**config.mk**
```make
export PLATFORM = sky130hd
export DESIGN_NAME = btn_debounce_multi_flat
export DESIGN_NICKNAME = d
export VERILOG_FILES = /design/src/rtl/btn_debounce_multi_if.sv /design/src/rtl/btn_debounce_multi.sv /design/src/flat_wrapper.sv
export SDC_FILE = /design/constraint.sdc
export NUM_CORES = 1
export LEC_CHECK = 0
export ABC_CLOCK_PERIOD_IN_PS = 4300
export BUFFER_PORTS_ARGS = -buffer_cell sky130_fd_sc_hd__buf_2
export CELL_PAD_IN_SITES_DETAIL_PLACEMENT = 1
export CELL_PAD_IN_SITES_GLOBAL_PLACEMENT = 1
export CORE_MARGIN = 2
export CORE_UTILIZATION = 29
export DETAILED_ROUTE_END_ITERATION = 8
export HOLD_SLACK_MARGIN = 0.08
export PLACE_DENSITY_LB_ADDON = 0.1
export RECOVER_POWER = 25
export SYNTH_ARGS = -nofsm -noshare
export SYNTH_HDL_FRONTEND = slang
export SYNTH_SLANG_ARGS = --single-unit
```
**constraint.sdc**
```tcl
create_clock -name iClk -period 4.3 [get_ports iClk]
set_input_delay 0.215 -clock iClk [delete_from_list [all_inputs] [get_ports iClk]]
set_output_delay 0.215 -clock iClk [all_outputs]
set_load 0.03 [all_outputs]
```
**src/rtl/btn_debounce_multi_if.sv**
```systemverilog
// ---------------------------------------------------------------------------
// btn_debounce_multi_if
//   Button-conditioner signal bundle shared by the debouncer and its user.
//
//   Parameter
//     CH        number of button channels
//
//   Signals (all CH bits wide, one bit per channel)
//     iBtn      raw asynchronous button pins, active-high
//     oLevel    debounced button level
//     oPress    1-cycle pulse on debounced 0->1 (and on auto-repeat)
//     oRelease  1-cycle pulse on debounced 1->0
//     oLong     1-cycle pulse when a press has lasted LONG_TICKS ticks
//     oHeld     high from the oLong pulse until release
//
//   Modports
//     master    the consumer side: drives iBtn, reads the outputs
//     slave     the debouncer side: reads iBtn, drives the outputs
// ---------------------------------------------------------------------------
interface btn_debounce_multi_if #(
  parameter int CH = 5
);
  logic [CH-1:0] iBtn;
  logic [CH-1:0] oLevel;
  logic [CH-1:0] oPress;
  logic [CH-1:0] oRelease;
  logic [CH-1:0] oLong;
  logic [CH-1:0] oHeld;

  modport master (
    output iBtn,
    input  oLevel, oPress, oRelease, oLong, oHeld
  );

  modport slave (
    input  iBtn,
    output oLevel, oPress, oRelease, oLong, oHeld
  );
endinterface

```
**src/rtl/btn_debounce_multi.sv**
```systemverilog
// ---------------------------------------------------------------------------
// btn_debounce_multi
//   Multi-channel push-button conditioner. One shared sample-tick divider
//   produces a clock enable; each channel has a 2-FF synchronizer, a
//   tick-enabled SHIFT-bit debounce register with hysteresis, registered
//   press/release pulses and an IDLE/PRESS/HELD long-press FSM.
//
//   Parameters
//     CH            number of channels
//     TICK_DIV      iClk cycles per sample tick (>= 2)
//     SHIFT         equal consecutive samples needed to change level (>= 2)
//     LONG_TICKS    ticks a press must last before oLong fires (>= 1)
//     REPEAT_TICKS  ticks between auto-repeat oPress pulses (>= 1)
//
//   Ports
//     iClk          system clock
//     iRst_n        asynchronous active-low reset
//     bus           btn_debounce_multi_if.slave (iBtn in; oLevel, oPress,
//                   oRelease, oLong, oHeld out)
//
//   Build option
//     BTN_AUTO_REPEAT_EN  when defined, a channel in HELD re-pulses oPress
//                         every REPEAT_TICKS ticks while still pressed.
// ---------------------------------------------------------------------------
module btn_debounce_multi #(
  parameter int CH           = 5,
  parameter int TICK_DIV     = 100_000,
  parameter int SHIFT        = 10,
  parameter int LONG_TICKS   = 1000,
  parameter int REPEAT_TICKS = 200
) (
  input  logic                 iClk,
  input  logic                 iRst_n,
  btn_debounce_multi_if.slave  bus
);

  localparam int TW = $clog2(TICK_DIV);
  localparam int HW = $clog2(LONG_TICKS + 1);

  localparam logic [TW-1:0] TICK_LAST = TW'(TICK_DIV - 1);
  localparam logic [HW-1:0] HOLD_LAST = HW'(LONG_TICKS - 1);
  localparam logic [HW-1:0] HOLD_MAX  = HW'(LONG_TICKS);

  typedef enum logic [1:0] {
    S_IDLE,
    S_PRESS,
    S_HELD
  } state_t;

  // ---------------------------------------------------------------------
  // Shared sample-tick divider
  // ---------------------------------------------------------------------
  logic [TW-1:0] r_tick_cnt;
  logic          w_tick;

  assign w_tick = (r_tick_cnt == TICK_LAST);

  // NOTE: sequential state uses non-blocking assignments only, so every
  // flop samples the pre-edge values of the others regardless of order.
  always_ff @(posedge iClk or negedge iRst_n) begin
    if (!iRst_n)     r_tick_cnt <= '0;
    else if (w_tick) r_tick_cnt <= '0;
    else             r_tick_cnt <= r_tick_cnt + TW'(1);
  end

  // ---------------------------------------------------------------------
  // Synchronizer, free-running on every iClk
  // ---------------------------------------------------------------------
  logic [CH-1:0] r_sync1;
  logic [CH-1:0] r_sync2;

  always_ff @(posedge iClk or negedge iRst_n) begin
    if (!iRst_n) begin
      r_sync1 <= '0;
      r_sync2 <= '0;
    end else begin
      r_sync1 <= bus.iBtn;
      r_sync2 <= r_sync1;
    end
  end

  // ---------------------------------------------------------------------
  // Per-channel debounce, edge and long-press state
  // ---------------------------------------------------------------------
  logic [SHIFT-1:0] r_shift      [CH];
  logic [SHIFT-1:0] w_shift_next [CH];
  state_t           r_state      [CH];
  logic [HW-1:0]    r_hold_cnt   [CH];

  logic [CH-1:0] r_level;
  logic [CH-1:0] r_press;
  logic [CH-1:0] r_release;
  logic [CH-1:0] r_long;
  logic [CH-1:0] r_held;
  logic [CH-1:0] w_level_next;
  logic [CH-1:0] w_repeat;

  // Level changes only on a tick whose shifted-in window is unanimous;
  // a mixed window keeps the old level (hysteresis).
  always_comb begin
    for (int c = 0; c < CH; c++) begin
      w_shift_next[c] = {r_shift[c][SHIFT-2:0], r_sync2[c]};
      w_level_next[c] = r_level[c];
      if (w_tick && (&w_shift_next[c]))       w_level_next[c] = 1'b1;
      else if (w_tick && !(|w_shift_next[c])) w_level_next[c] = 1'b0;
    end
  end

`ifdef BTN_AUTO_REPEAT_EN
  localparam int            RW       = $clog2(REPEAT_TICKS + 1);
  localparam logic [RW-1:0] REP_LAST = RW'(REPEAT_TICKS - 1);

  logic [RW-1:0] r_rep_cnt [CH];

  always_comb begin
    w_repeat = '0;
    for (int c = 0; c < CH; c++) begin
      w_repeat[c] = (r_state[c] == S_HELD) && w_tick && w_level_next[c] &&
                    (r_rep_cnt[c] == REP_LAST);
    end
  end

  // Held at zero outside HELD, so it starts from zero on every entry.
  always_ff @(posedge iClk or negedge iRst_n) begin
    if (!iRst_n) begin
      for (int c = 0; c < CH; c++) r_rep_cnt[c] <= '0;
    end else begin
      for (int c = 0; c < CH; c++) begin
        if ((r_state[c] != S_HELD) || !w_level_next[c]) r_rep_cnt[c] <= '0;
        else if (w_repeat[c])                            r_rep_cnt[c] <= '0;
        else if (w_tick)                                 r_rep_cnt[c] <= r_rep_cnt[c] + RW'(1);
      end
    end
  end
`else
  assign w_repeat = '0;
`endif

  always_ff @(posedge iClk or negedge iRst_n) begin
    if (!iRst_n) begin
      r_level   <= '0;
      r_press   <= '0;
      r_release <= '0;
      r_long    <= '0;
      r_held    <= '0;
      // NOTE: the shift registers are reset too, so a button held through
      // reset must re-qualify with a full window of samples.
      for (int c = 0; c < CH; c++) begin
        r_shift[c]    <= '0;
        r_state[c]    <= S_IDLE;
        r_hold_cnt[c] <= '0;
      end
    end else begin
      r_level   <= w_level_next;
      r_press   <= (w_level_next & ~r_level) | w_repeat;
      r_release <= ~w_level_next & r_level;
      r_long    <= '0;
      for (int c = 0; c < CH; c++) begin
        if (w_tick) r_shift[c] <= w_shift_next[c];
        // The FSM follows the next level so oHeld falls in the same cycle
        // oRelease rises.
        case (r_state[c])
          S_IDLE: begin
            if (w_level_next[c]) begin
              r_state[c]    <= S_PRESS;
              r_hold_cnt[c] <= '0;
            end
          end
          S_PRESS: begin
            if (!w_level_next[c]) begin
              r_state[c] <= S_IDLE;
            end else if (w_tick) begin
              if (r_hold_cnt[c] == HOLD_LAST) begin
                r_state[c] <= S_HELD;
                r_long[c]  <= 1'b1;
                r_held[c]  <= 1'b1;
              end
              if (r_hold_cnt[c] != HOLD_MAX) r_hold_cnt[c] <= r_hold_cnt[c] + HW'(1);
            end
          end
          S_HELD: begin
            if (!w_level_next[c]) begin
              r_state[c] <= S_IDLE;
              r_held[c]  <= 1'b0;
            end
          end
          default: begin
            r_state[c] <= S_IDLE;
            r_held[c]  <= 1'b0;
          end
        endcase
      end
    end
  end

  assign bus.oLevel   = r_level;
  assign bus.oPress   = r_press;
  assign bus.oRelease = r_release;
  assign bus.oLong    = r_long;
  assign bus.oHeld    = r_held;

endmodule

```
**src/flat_wrapper.sv**
```systemverilog
// flat-port wrapper written by rule: the top's interface ports become plain ports
module btn_debounce_multi_flat 
#(
  parameter int CH           = 5,
  parameter int TICK_DIV     = 100_000,
  parameter int SHIFT        = 10,
  parameter int LONG_TICKS   = 1000,
  parameter int REPEAT_TICKS = 200
)
  (iClk, iRst_n, bus_iBtn, bus_oLevel, bus_oPress, bus_oRelease, bus_oLong, bus_oHeld);
  btn_debounce_multi_if #(.CH(CH)) bus_i ();
  input  logic iClk;
  input  logic iRst_n;
  input wire logic [$bits(bus_i.iBtn)-1:0] bus_iBtn;
  output wire logic [$bits(bus_i.oLevel)-1:0] bus_oLevel;
  output wire logic [$bits(bus_i.oPress)-1:0] bus_oPress;
  output wire logic [$bits(bus_i.oRelease)-1:0] bus_oRelease;
  output wire logic [$bits(bus_i.oLong)-1:0] bus_oLong;
  output wire logic [$bits(bus_i.oHeld)-1:0] bus_oHeld;
  assign bus_i.iBtn = bus_iBtn;
  assign bus_oLevel = bus_i.oLevel;
  assign bus_oPress = bus_i.oPress;
  assign bus_oRelease = bus_i.oRelease;
  assign bus_oLong = bus_i.oLong;
  assign bus_oHeld = bus_i.oHeld;
  btn_debounce_multi #(.CH(CH), .TICK_DIV(TICK_DIV), .SHIFT(SHIFT), .LONG_TICKS(LONG_TICKS), .REPEAT_TICKS(REPEAT_TICKS)) u_core (.iClk(iClk), .iRst_n(iRst_n), .bus(bus_i));
endmodule
```
==> results.md, run 1 <==
* Final TNS setup at 0 ps
* Setup crit end: u_core.r_hold_cnt[20]$_DFFE_PN0P_
* Die ar. at 26600 um^2
* Critical path endpoint category: flip-flop
* Power Total at 0.00320 W
* Clock Tree Buf Depth at 2
* Tot GR Track Use at 14.8%
* Crit-path max FO at 11
* CP required at 4610 ps
* Synth top area share at 53.5%
* Grt met1 use at 20.7%
* CTS HTree Levels at 4
* Slew @ Worst Pin at 2260 ps
* Core Region at 25000 um^2
* Root buffer cell: clkbuf_16
* Post-synthesis sequential area ratio at 53.5%
* Yosys warning count at 0
* Mapped Cells at 799
* Setup violators final at 0
* Number of synthesized flops with an enable pin at 0
* Syn-to-layout area delta at 16.7%
* Clock Latency Late Sink at 420 ps
* Vert. Die Dim at 163 um
* Final cycle utilization of the critical path at 74.5%
* Leading area contributor after synthesis: dfrtp_1
* Worst hold path type: reg2reg
* Detailed Routing Iterations Pass 1 at 4
* Drt drc at 0
* Worst setup SP type: flip-flop
* R2R Setup Slk at 1100 ps
* Layout cells sized above 1 at 9.79%
* Layout Nets at 853
* Clk slew on worst S/H paths at 70 ps
* Failing checks: capacitance limit, slew limit
* Reg-to-reg critical path endpoint: u_core.r_hold_cnt[20]$_DFFE_PN0P_
* RSZ-0062 raised after global routing: no
* CTS tree: done
* Grt total ovfl at 0
* Top cells by count, synth: nand2_1 (221), dfrtp_1 (157), nor2_1 (49)
* Number of cell rows at 58
* IO buf count at 31
* Design area at 8560 um^2
* # fillers at 2877
* Largest net degree at the start of global routing at 91
* Worst Path Class, Setup: reg2reg
* GR peak layer: met2
* Reg2reg path depth at 7
* Relative slew slack at -50.6%
* Avg Cell Area, Syn at 9.19 um^2
* Initial Utilization at 29.3%
* Grt met2 use at 23.8%
* ANT cells at 0
* Initial antenna violation count at 0
* I/O Pins at 32
* Area contributors post-synth: dfrtp_1 (54%), nand2_1 (11%), nand3_1 (2.7%)
* Final WL at 18300 um
* Worst Setup SP: u_core.r_tick_cnt[0]$_DFF_PN0_
* Iteration-0 DRC count of the detailed router at 286
* Top-count cell post-synth: nand2_1
* Main synth FF type: dfrtp_1
* Cell Area, Placed at 7860 um^2
* WP data arrival at 3510 ps
* VDD IR-drop max at 0.205 mV
* Drt wl/cell at 15.5 um
* Fin. max-slew vios at 91
* Minimum clock period at 3200 ps
* Met3 Resource Use GR at 2.36%
* Via count at 5890
* PwrDens at 374 nW/um^2
* Mapped Nets at 817
* Inserted Clock Buffers at 17
* Die X at 163 um
* CTS sink cnt at 157
* Hold_ws at 355 ps
* Max Cap Viol at 1
* #FFs+latches synth at 157
* FF-to-FF Start: u_core.r_tick_cnt[0]$_DFF_PN0_
* Cell variety after synth at 51
* Setup repair bufs after CTS at 0
* Clock Skew at 15.4 ps
* Lkg Pwr at 3.86 nW
* Synth async-reset ratio at 100%
* Number of global-route vias before repair at 6183
* First-pass GRT wire length at 31700 um
* Avg Vias per Cell at 5.00
* Cell area after synthesis at 7340 um^2
* Fmax at 312 MHz
* Post-DP HPWL at 12600 um
* Placer's final routability congestion estimate at 0.751
* Status: finished, violations left
* Post-route ant nets at 0
* Final hold violations at 0
-- per-layer routing --
metal  routed length (um)  up-vias  share of wire [%]
met1                 9150     2982                 50
met4                  199        0                1.1
li1                     -     2854                  -
met2                 8650       41                 47
met3                  298       13                1.6
met5                    0        -                  0
-- power breakdown --
group / total (W) / switching [W] / leakage, nW / internal [W]
registers: 0.00149 / 0.00000327 / 2.16 / 0.00148
clock network: 0.00168 / 0.000625 / 0.318 / 0.00105
logic: 0.0000398 / 0.0000320 / 1.38 / 0.00000777
-- worst max-delay path, stage by stage (launching register included) --
cell	delay, ps
dfrtp_1	380
ha_1	220
and4_1	380
nand4_1	590
o21ai_0	670
a21oi_1	320
and3_1	280
mux2_2	260
-- final cells by class --
| type | instances | area (um^2) | area share [%] |
|---|---|---|---|
| Multi-Input combinational cell | 586 | 3190 | 37.3 |
| Sequential cell | 157 | 3930 | 45.9 |
| Clock buffer | 19 | 443 | 5.17 |
| Timing Repair Buffer | 44 | 267 | 3.11 |
| Tap cell | 330 | 413 | 4.82 |
| Inverter | 29 | 109 | 1.27 |
| Clock inverter | 13 | 211 | 2.47 |
-- per-stage QoR --
step,std cells,util (%),worst slack (ps)
6_report,1178,34.2,1100
2_1_floorplan,799,-,1610
3_3_place_gp,1140,31.4,1130
5_1_grt,1178,34.2,779
4_1_cts,1178,34.2,992
3_5_place_dp,1140,31.4,994
-- worst min path at each step --
stage	from	depth (start not counted)	slack, ps	endpoint
global route	u_core.r_sync1[1]$_DFF_PN0_	0	370	u_core.r_sync2[1]$_DFF_PN0_
CTS	u_core.r_sync1[1]$_DFF_PN0_	0	360	u_core.r_sync2[1]$_DFF_PN0_
detailed placement	bus_iBtn[0]	1	330	u_core.r_sync1[0]$_DFF_PN0_
floorplan	iRst_n	0	-80	u_core.bus.oHeld[0]$_DFFE_PN0P_
global placement	bus_iBtn[1]	1	330	u_core.r_sync1[1]$_DFF_PN0_
finish	u_core.r_sync1[3]$_DFF_PN0_	0	360	u_core.r_sync2[3]$_DFF_PN0_
-- registers in the layout (all words and copies together) (netlist names), 10 cells and up --
signal,cells
u_core.r_tick_cnt,17
u_core.r_shift,45
u_core.r_state,10
u_core.r_hold_cnt,50
-- layout by cell type, fill, tap and decap left out, types with 3 or more instances in the layout --
cell type and count:
o311ai_0 3, or4_1 8, o31ai_1 5, a21o_1 4
clkbuf_16 17, o211ai_1 12, ha_1 11, and4bb_2 3
a21oi_1 27, nor4b_1 3, nand4b_1 14, inv_6 3
nor3_1 12, nand3b_1 6, mux2_2 4, and3_1 11
or3_1 12, nand3_1 39, dfrtp_1 157, nand2b_1 4
dlygate4sd3_1 6, xor2_1 4, nand2_1 221, buf_4 7
nor4_1 20, nor2_1 49, and2_1 10, nand4_1 26
xnor2_1 11, buf_2 29, inv_1 29, o21ai_0 35
bufinv_16 5, a211o_1 4
-- logic make-up after synthesis --
family | count (synthesis) | synth area share [%]
xor+xnor | 15 | 1.79
compound gates | 104 | 8.83
mux | 6 | 0.886
simple gates | 450 | 30.1
flops | 157 | 53.5
buf+inv | 56 | 3.00
fa+ha+maj | 11 | 1.88
-- what timing repair did --
| action | in CTS | in global routing |
|---|---|---|
| gates resized for setup | 0 | 0 |
| hold endpoints to repair | 93 | 0 |
| hold buffers | 6 | 0 |
Note: power is estimated with default switching activity, not from simulation.
==> inputs of run 2 (changes only) <==
--- a/config.mk
+++ b/config.mk
@@ -5,7 +5,7 @@
 export SDC_FILE = /design/constraint.sdc
 export NUM_CORES = 1
 export LEC_CHECK = 0
-export ABC_CLOCK_PERIOD_IN_PS = 4300
+export ABC_CLOCK_PERIOD_IN_PS = 3000
 export BUFFER_PORTS_ARGS = -buffer_cell sky130_fd_sc_hd__buf_2
 export CELL_PAD_IN_SITES_DETAIL_PLACEMENT = 1
 export CELL_PAD_IN_SITES_GLOBAL_PLACEMENT = 1
==> constraint.sdc (replaced) <==
create_clock -name iClk -period 3 [get_ports iClk]
set_input_delay 0.15 -clock iClk [delete_from_list [all_inputs] [get_ports iClk]]
set_output_delay 0.15 -clock iClk [all_outputs]
set_load 0.03 [all_outputs]
==> results.md, run 2 (synthesis results as in run 1) <==
* CTS HTree Levels at 4
* Die ar. at 26600 um^2
* Post-route ant nets at 0
* Most flop-heavy register: u_core.r_hold_cnt
* Status: finished, violations left
* Largest net degree at the start of global routing at 90
* Initial Utilization at 29.3%
* I/O Pins at 32
* Number of cell rows at 58
* Clock Tree Buf Depth at 2
* Vert. Die Dim at 163 um
* Setup repair bufs after CTS at 0
* PwrDens at 519 nW/um^2
* Relative slew slack at -54.7%
* CTS tree: done
* PnR worst setup slack at 217 ps
* Drt wl/cell at 15.7 um
* Worst hold path type: reg2reg
* Post-DP HPWL at 13300 um
* Commonest cells after routing, fill and taps aside: nand2_1 (221), dfrtp_1 (157), nor2_1 (49)
* Max Cap Viol at 1
* Failing checks: capacitance limit, slew limit
* Largest regs: u_core.r_hold_cnt (50), u_core.r_shift (45), u_core.r_tick_cnt (17)
* Worst Path Class, Setup: reg2reg
* Worst setup SP type: flip-flop
* Iteration-0 DRC count of the detailed router at 269
* Commonest non-fill, non-tap cell in the layout: nand2_1
* Layout cells sized above 1 at 12.2%
* IO buf count at 31
* Syn-to-layout area delta at 18.7%
* VDD IR-drop max at 0.250 mV
* Setup violators final at 0
* Placer's final routability congestion estimate at 0.796
* Worst slack, placed at 204 ps
* CTS sink cnt at 157
* Lkg Pwr at 3.95 nW
* Grt total ovfl at 0
* Crit-path max FO at 11
* R2R Setup Slk at 220 ps
* Layout Nets at 874
* First-pass GRT wire length at 32000 um
* Root buffer cell: clkbuf_16
* Detailed Routing Iterations Pass 1 at 4
* Fmax at 359 MHz
* Core Region at 25000 um^2
* Initial antenna violation count at 0
* Critical path endpoint category: flip-flop
* Clock Latency Late Sink at 420 ps
* Inserted Clock Buffers at 17
* Clk slew on worst S/H paths at 70 ps
* Drt drc at 0
* Final cycle utilization of the critical path at 92.8%
* CP required at 3350 ps
* Fin. max-slew vios at 89
* Clock Skew at 10.9 ps
* Final WL at 18800 um
* Die X at 163 um
* Final hold violations at 0
* Avg Vias per Cell at 4.94
* WP data arrival at 3130 ps
* Minimum clock period at 2780 ps
* Tot GR Track Use at 15.1%
* ANT cells at 0
* Slew @ Worst Pin at 2320 ps
* Number of global-route vias before repair at 6188
* Final TNS setup at 0 ps
* Max reg flops at 50
* RSZ-0062 raised after global routing: no
* Via count at 5921
-- run 2: cell types whose count changed in the layout (fill, tap and decap cells not counted), sizes merged --
| cell | change |
|---|---|
| clkinvlp | +2 |
| clkinv | -1 |
| bufinv | -1 |
| buf | +22 |
| clkbuf | -1 |
-- run 2: power by group --
| part | leakage, nW | internal [W] | switching, W | total [W] |
|---|---|---|---|---|
| sequential | 2.16 | 0.00212 | 0.00000417 | 0.00213 |
| clock | 0.300 | 0.00142 | 0.000910 | 0.00233 |
| combinational | 1.49 | 0.0000133 | 0.0000465 | 0.0000599 |
| total | 3.95 | 0.00356 | 0.000961 | 0.00452 |
-- run 2: critical path, cell delays in order, from the launching register on --
cell,delay [ps]
dfrtp_1,390
ha_1,220
and4_1,280
nand4_4,100
or4_4,570
a211o_1,430
buf_4,220
or3_1,360
a21oi_1,150
-- run 2: repair_timing --
| action | CTS | global route |
|---|---|---|
| gates resized for setup | 0 | 1 |
| hold endpoints to repair | 92 | 0 |
| setup endpoints to repair | 0 | 1 |
| hold buffers | 6 | 0 |
-- run 2: area by class of cell --
class / count / area (um^2)
Multi-Input combinational cell: 586 / 3190
Clock buffer: 19 / 443
Clock inverter: 13 / 188
Fill cell: 2893 / 16300
Timing Repair Buffer: 65 / 438
Inverter: 29 / 109
Sequential cell: 157 / 3930
Tap cell: 330 / 413
-- run 2: per-layer routing --
metal	global-route usage, %	vias up	wire length, um
li1	-	2902	-
met5	0	-	0
met1	20.0	2961	9200
met3	2.72	14	378
met2	25.1	44	9020
met4	4.55	0	223
-- run 2: path summary, 6_finish.rpt --
| path | start | to | depth (start not counted) |
|---|---|---|---|
| worst max register to register | u_core.r_tick_cnt[0]$_DFF_PN0_ | u_core.r_hold_cnt[35]$_DFFE_PN0P_ | 8 |
| min in group asynchronous | iRst_n | u_core.bus.oHeld[0]$_DFFE_PN0P_ | 2 |
| worst min-delay path | u_core.r_sync1[3]$_DFF_PN0_ | u_core.r_sync2[3]$_DFF_PN0_ | 0 |
| max in group asynchronous | iRst_n | u_core.r_hold_cnt[1]$_DFFE_PN0P_ | 2 |
| worst max-delay path | u_core.r_tick_cnt[0]$_DFF_PN0_ | u_core.r_hold_cnt[35]$_DFFE_PN0P_ | 8 |
| worst min register to register | u_core.r_sync1[3]$_DFF_PN0_ | u_core.r_sync2[3]$_DFF_PN0_ | 0 |
-- run 2: per-stage QoR --
| step | util (%) | hold WS, ps | power (W) | cells | cell area, um^2 |
|---|---|---|---|---|---|
| finish | 34.8 | 352 | 0.00452 | 1199 | 8710 |
| global route | 34.8 | 350 | 0.00469 | 1199 | 8710 |
| CTS | 34.8 | 338 | 0.00460 | 1199 | 8720 |
| detailed placement | 32.1 | 261 | 0.00223 | 1161 | 8030 |
| global placement | 32.1 | 258 | 0.00223 | 1161 | 8030 |
| floorplan | - | -146 | 0.00217 | 799 | 7340 |
==> inputs of run 3 (changes only) <==
--- a/config.mk
+++ b/config.mk
@@ -9,7 +9,6 @@
 export BUFFER_PORTS_ARGS = -buffer_cell sky130_fd_sc_hd__buf_2
 export CELL_PAD_IN_SITES_DETAIL_PLACEMENT = 1
 export CELL_PAD_IN_SITES_GLOBAL_PLACEMENT = 1
-export CORE_MARGIN = 2
 export CORE_UTILIZATION = 29
 export DETAILED_ROUTE_END_ITERATION = 8
 export HOLD_SLACK_MARGIN = 0.08
==> results.md, run 3 (synthesis results as in run 1) <==
* Status: completed
* Root buffer cell: clkbuf_16
* Tot GR Track Use at 15.5%
* WP data arrival at 3170 ps
* PnR worst setup slack at 173 ps
* Worst slack, placed at 174 ps
* Clk network pwr share at 49.3%
* Layout Nets at 873
* Net Switching at 0.000960 W
* Setup violators final at 0
* Cells along the critical path: ha_1 > and4_1 > nand4_4 > or4_4 > a211o_1 > or4_1 > a21oi_1
* Clk slew on worst S/H paths at 60 ps
* Number of global-route vias before repair at 6380
* Iteration-0 DRC count of the detailed router at 258
* Max reg flops at 50
* Initial Utilization at 29.8%
* Cell Area, Placed at 8010 um^2
* Worst hold path type: reg2reg
* R2R Setup Slk at 170 ps
* Critical path's slowest cell: or4_4
* CTS HTree Levels at 4
* IO buf count at 31
* CP required at 3340 ps
* Post-route ant nets at 0
* Final hold violations at 0
* Final WL at 18800 um
* CTS sink cnt at 157
* Avg Vias per Cell at 5.03
* Worst stage delay on the critical path at 560 ps
* Reg2reg path depth at 7
* Syn-to-layout area delta at 17.4%
* FF-to-FF Start: u_core.r_tick_cnt[0]$_DFF_PN0_
* Drt wl/cell at 15.8 um
* Power Total at 0.00431 W
* Worst Hold Endpoint: u_core.r_sync2[0]$_DFF_PN0_
* Max Cap Viol at 0
* Fmax at 354 MHz
* Largest regs: u_core.r_hold_cnt (50), u_core.r_shift (45), u_core.r_tick_cnt (17)
* Worst Path Buf+Inv at 0
* Grt total ovfl at 0
* Setup repair bufs after CTS at 0
* Clock Latency Late Sink at 430 ps
* ANT cells at 0
* Worst Path Class, Setup: reg2reg
* Number of cell rows at 57
* Worst setup SP type: flip-flop
* Slew @ Worst Pin at 1430 ps
* Lkg Pwr at 3.86 nW
* Detailed Routing Iterations Pass 1 at 4
* Minimum clock period at 2830 ps
* Vert. Die Dim at 161 um
* Via count at 5994
* Final cycle utilization of the critical path at 94.2%
* Clock Tree Buf Depth at 2
* Post-DP HPWL at 13200 um
* Initial antenna violation count at 0
* Commonest cells after routing, fill and taps aside: nand2_1 (221), dfrtp_1 (157), nor2_1 (49)
* Core Region at 24600 um^2
* CTS tree: done
* Crit-path max FO at 16
* Power share of the combinational group at 1.4%
* First-pass GRT wire length at 32500 um
* Layout cells sized above 1 at 10.4%
* Drt drc at 0
* Reg-to-reg critical path endpoint: u_core.r_hold_cnt[38]$_DFFE_PN0P_
* Sw Ratio at 22.3%
* Hold path start: u_core.r_sync1[0]$_DFF_PN0_
* VDD IR-drop max at 0.291 mV
* RSZ-0062 raised after global routing: no
* I/O Pins at 32
* Inserted Clock Buffers at 17
* Most flop-heavy register: u_core.r_hold_cnt
* Clock Skew at 16.4 ps
* Commonest non-fill, non-tap cell in the layout: nand2_1
* Cts repair resizes at 0
* Largest net degree at the start of global routing at 70
* Hold depth at 0
* Fin. max-slew vios at 0
* Top delay family on crit path: simple AND/OR/NAND/NOR gates
* Die X at 161 um
* Critical path endpoint category: flip-flop
* Hold Buf Count CTS at 6
* Flop pwr share at 49.3%
* Final TNS setup at 0 ps
* Int Power at 0.00335 W
* Design area at 8620 um^2
* Die ar. at 25900 um^2
* Placer's final routability congestion estimate at 0.769
* PwrDens at 501 nW/um^2
* Relative slew slack at 4.78%
-- run 3: cell types whose count changed in the layout (fill, tap and decap cells not counted), moves of 2 or more --
cell / change
buf_2: -14
bufinv_16: -3
clkbuf_1: +14
clkbuf_8: +2
clkinv_4: +6
clkinvlp_4: -3
inv_6: -2
-- run 3: power groups by stage --
stage | Sequential [W] | Clock (W) | Combinational (W)
6_report | 0.00213 | 0.00213 | 0.0000583
5_1_grt | 0.00213 | 0.00229 | 0.0000705
4_1_cts | 0.00213 | 0.00220 | 0.0000676
3_5_place_dp | 0.00217 | 0 | 0.0000613
3_3_place_gp | 0.00217 | 0 | 0.0000600
2_1_floorplan | 0.00217 | 0 | 0.00000304
-- run 3: worst max-delay path by stage --
stage                                     from                           endpoint  slack, ps  cells past startpoint
2_1_floorplan   u_core.r_tick_cnt[0]$_DFF_PN0_  u_core.r_hold_cnt[39]$_DFFE_PN0P_        310                      9
3_3_place_gp    u_core.r_tick_cnt[0]$_DFF_PN0_  u_core.r_hold_cnt[38]$_DFFE_PN0P_        200                      7
3_5_place_dp    u_core.r_tick_cnt[0]$_DFF_PN0_  u_core.r_hold_cnt[38]$_DFFE_PN0P_        170                      7
4_1_cts         u_core.r_tick_cnt[0]$_DFF_PN0_  u_core.r_hold_cnt[38]$_DFFE_PN0P_        140                      7
5_1_grt        u_core.r_tick_cnt[14]$_DFF_PN0_  u_core.r_hold_cnt[44]$_DFFE_PN0P_         20                      7
6_report        u_core.r_tick_cnt[0]$_DFF_PN0_  u_core.r_hold_cnt[38]$_DFFE_PN0P_        170                      7
-- run 3: worst reg2reg max path, cell delays in order (launching register included) --
cell and delay (ps):
dfrtp_1 380, ha_1 220, and4_1 300, nand4_4 100, or4_4 560, a211o_1 480
or4_1 560, a21oi_1 160
-- run 3: metal layers --
layer / global-route usage [%] / up-vias / share of wire [%]
met1: 20.6 / 3038 / 49
met4: 3.77 / 0 / 0.89
met3: 2.65 / 14 / 2.0
li1: - / 2907 / -
met5: 0 / - / 0
met2: 26.1 / 35 / 48
-- run 3: layout make-up --
cell class / count / area [um^2]
repair buffers: 64 / 400
multi-input cells: 586 / 3190
clock buffers: 21 / 470
flip-flops and latches: 157 / 3930
fillers: 2856 / 16000
inverters: 29 / 109
well taps: 324 / 405
clock inverters: 11 / 110
-- run 3: per-stage QoR --
step                utilization (%)  hold slack (ps)  cells
CTS                            35.2              266   1192
finish                         35.0              351   1192
global route                   35.0              347   1192
global placement               32.6              145   1154
floorplan                         -             -146    799
detailed placement             32.6              149   1154
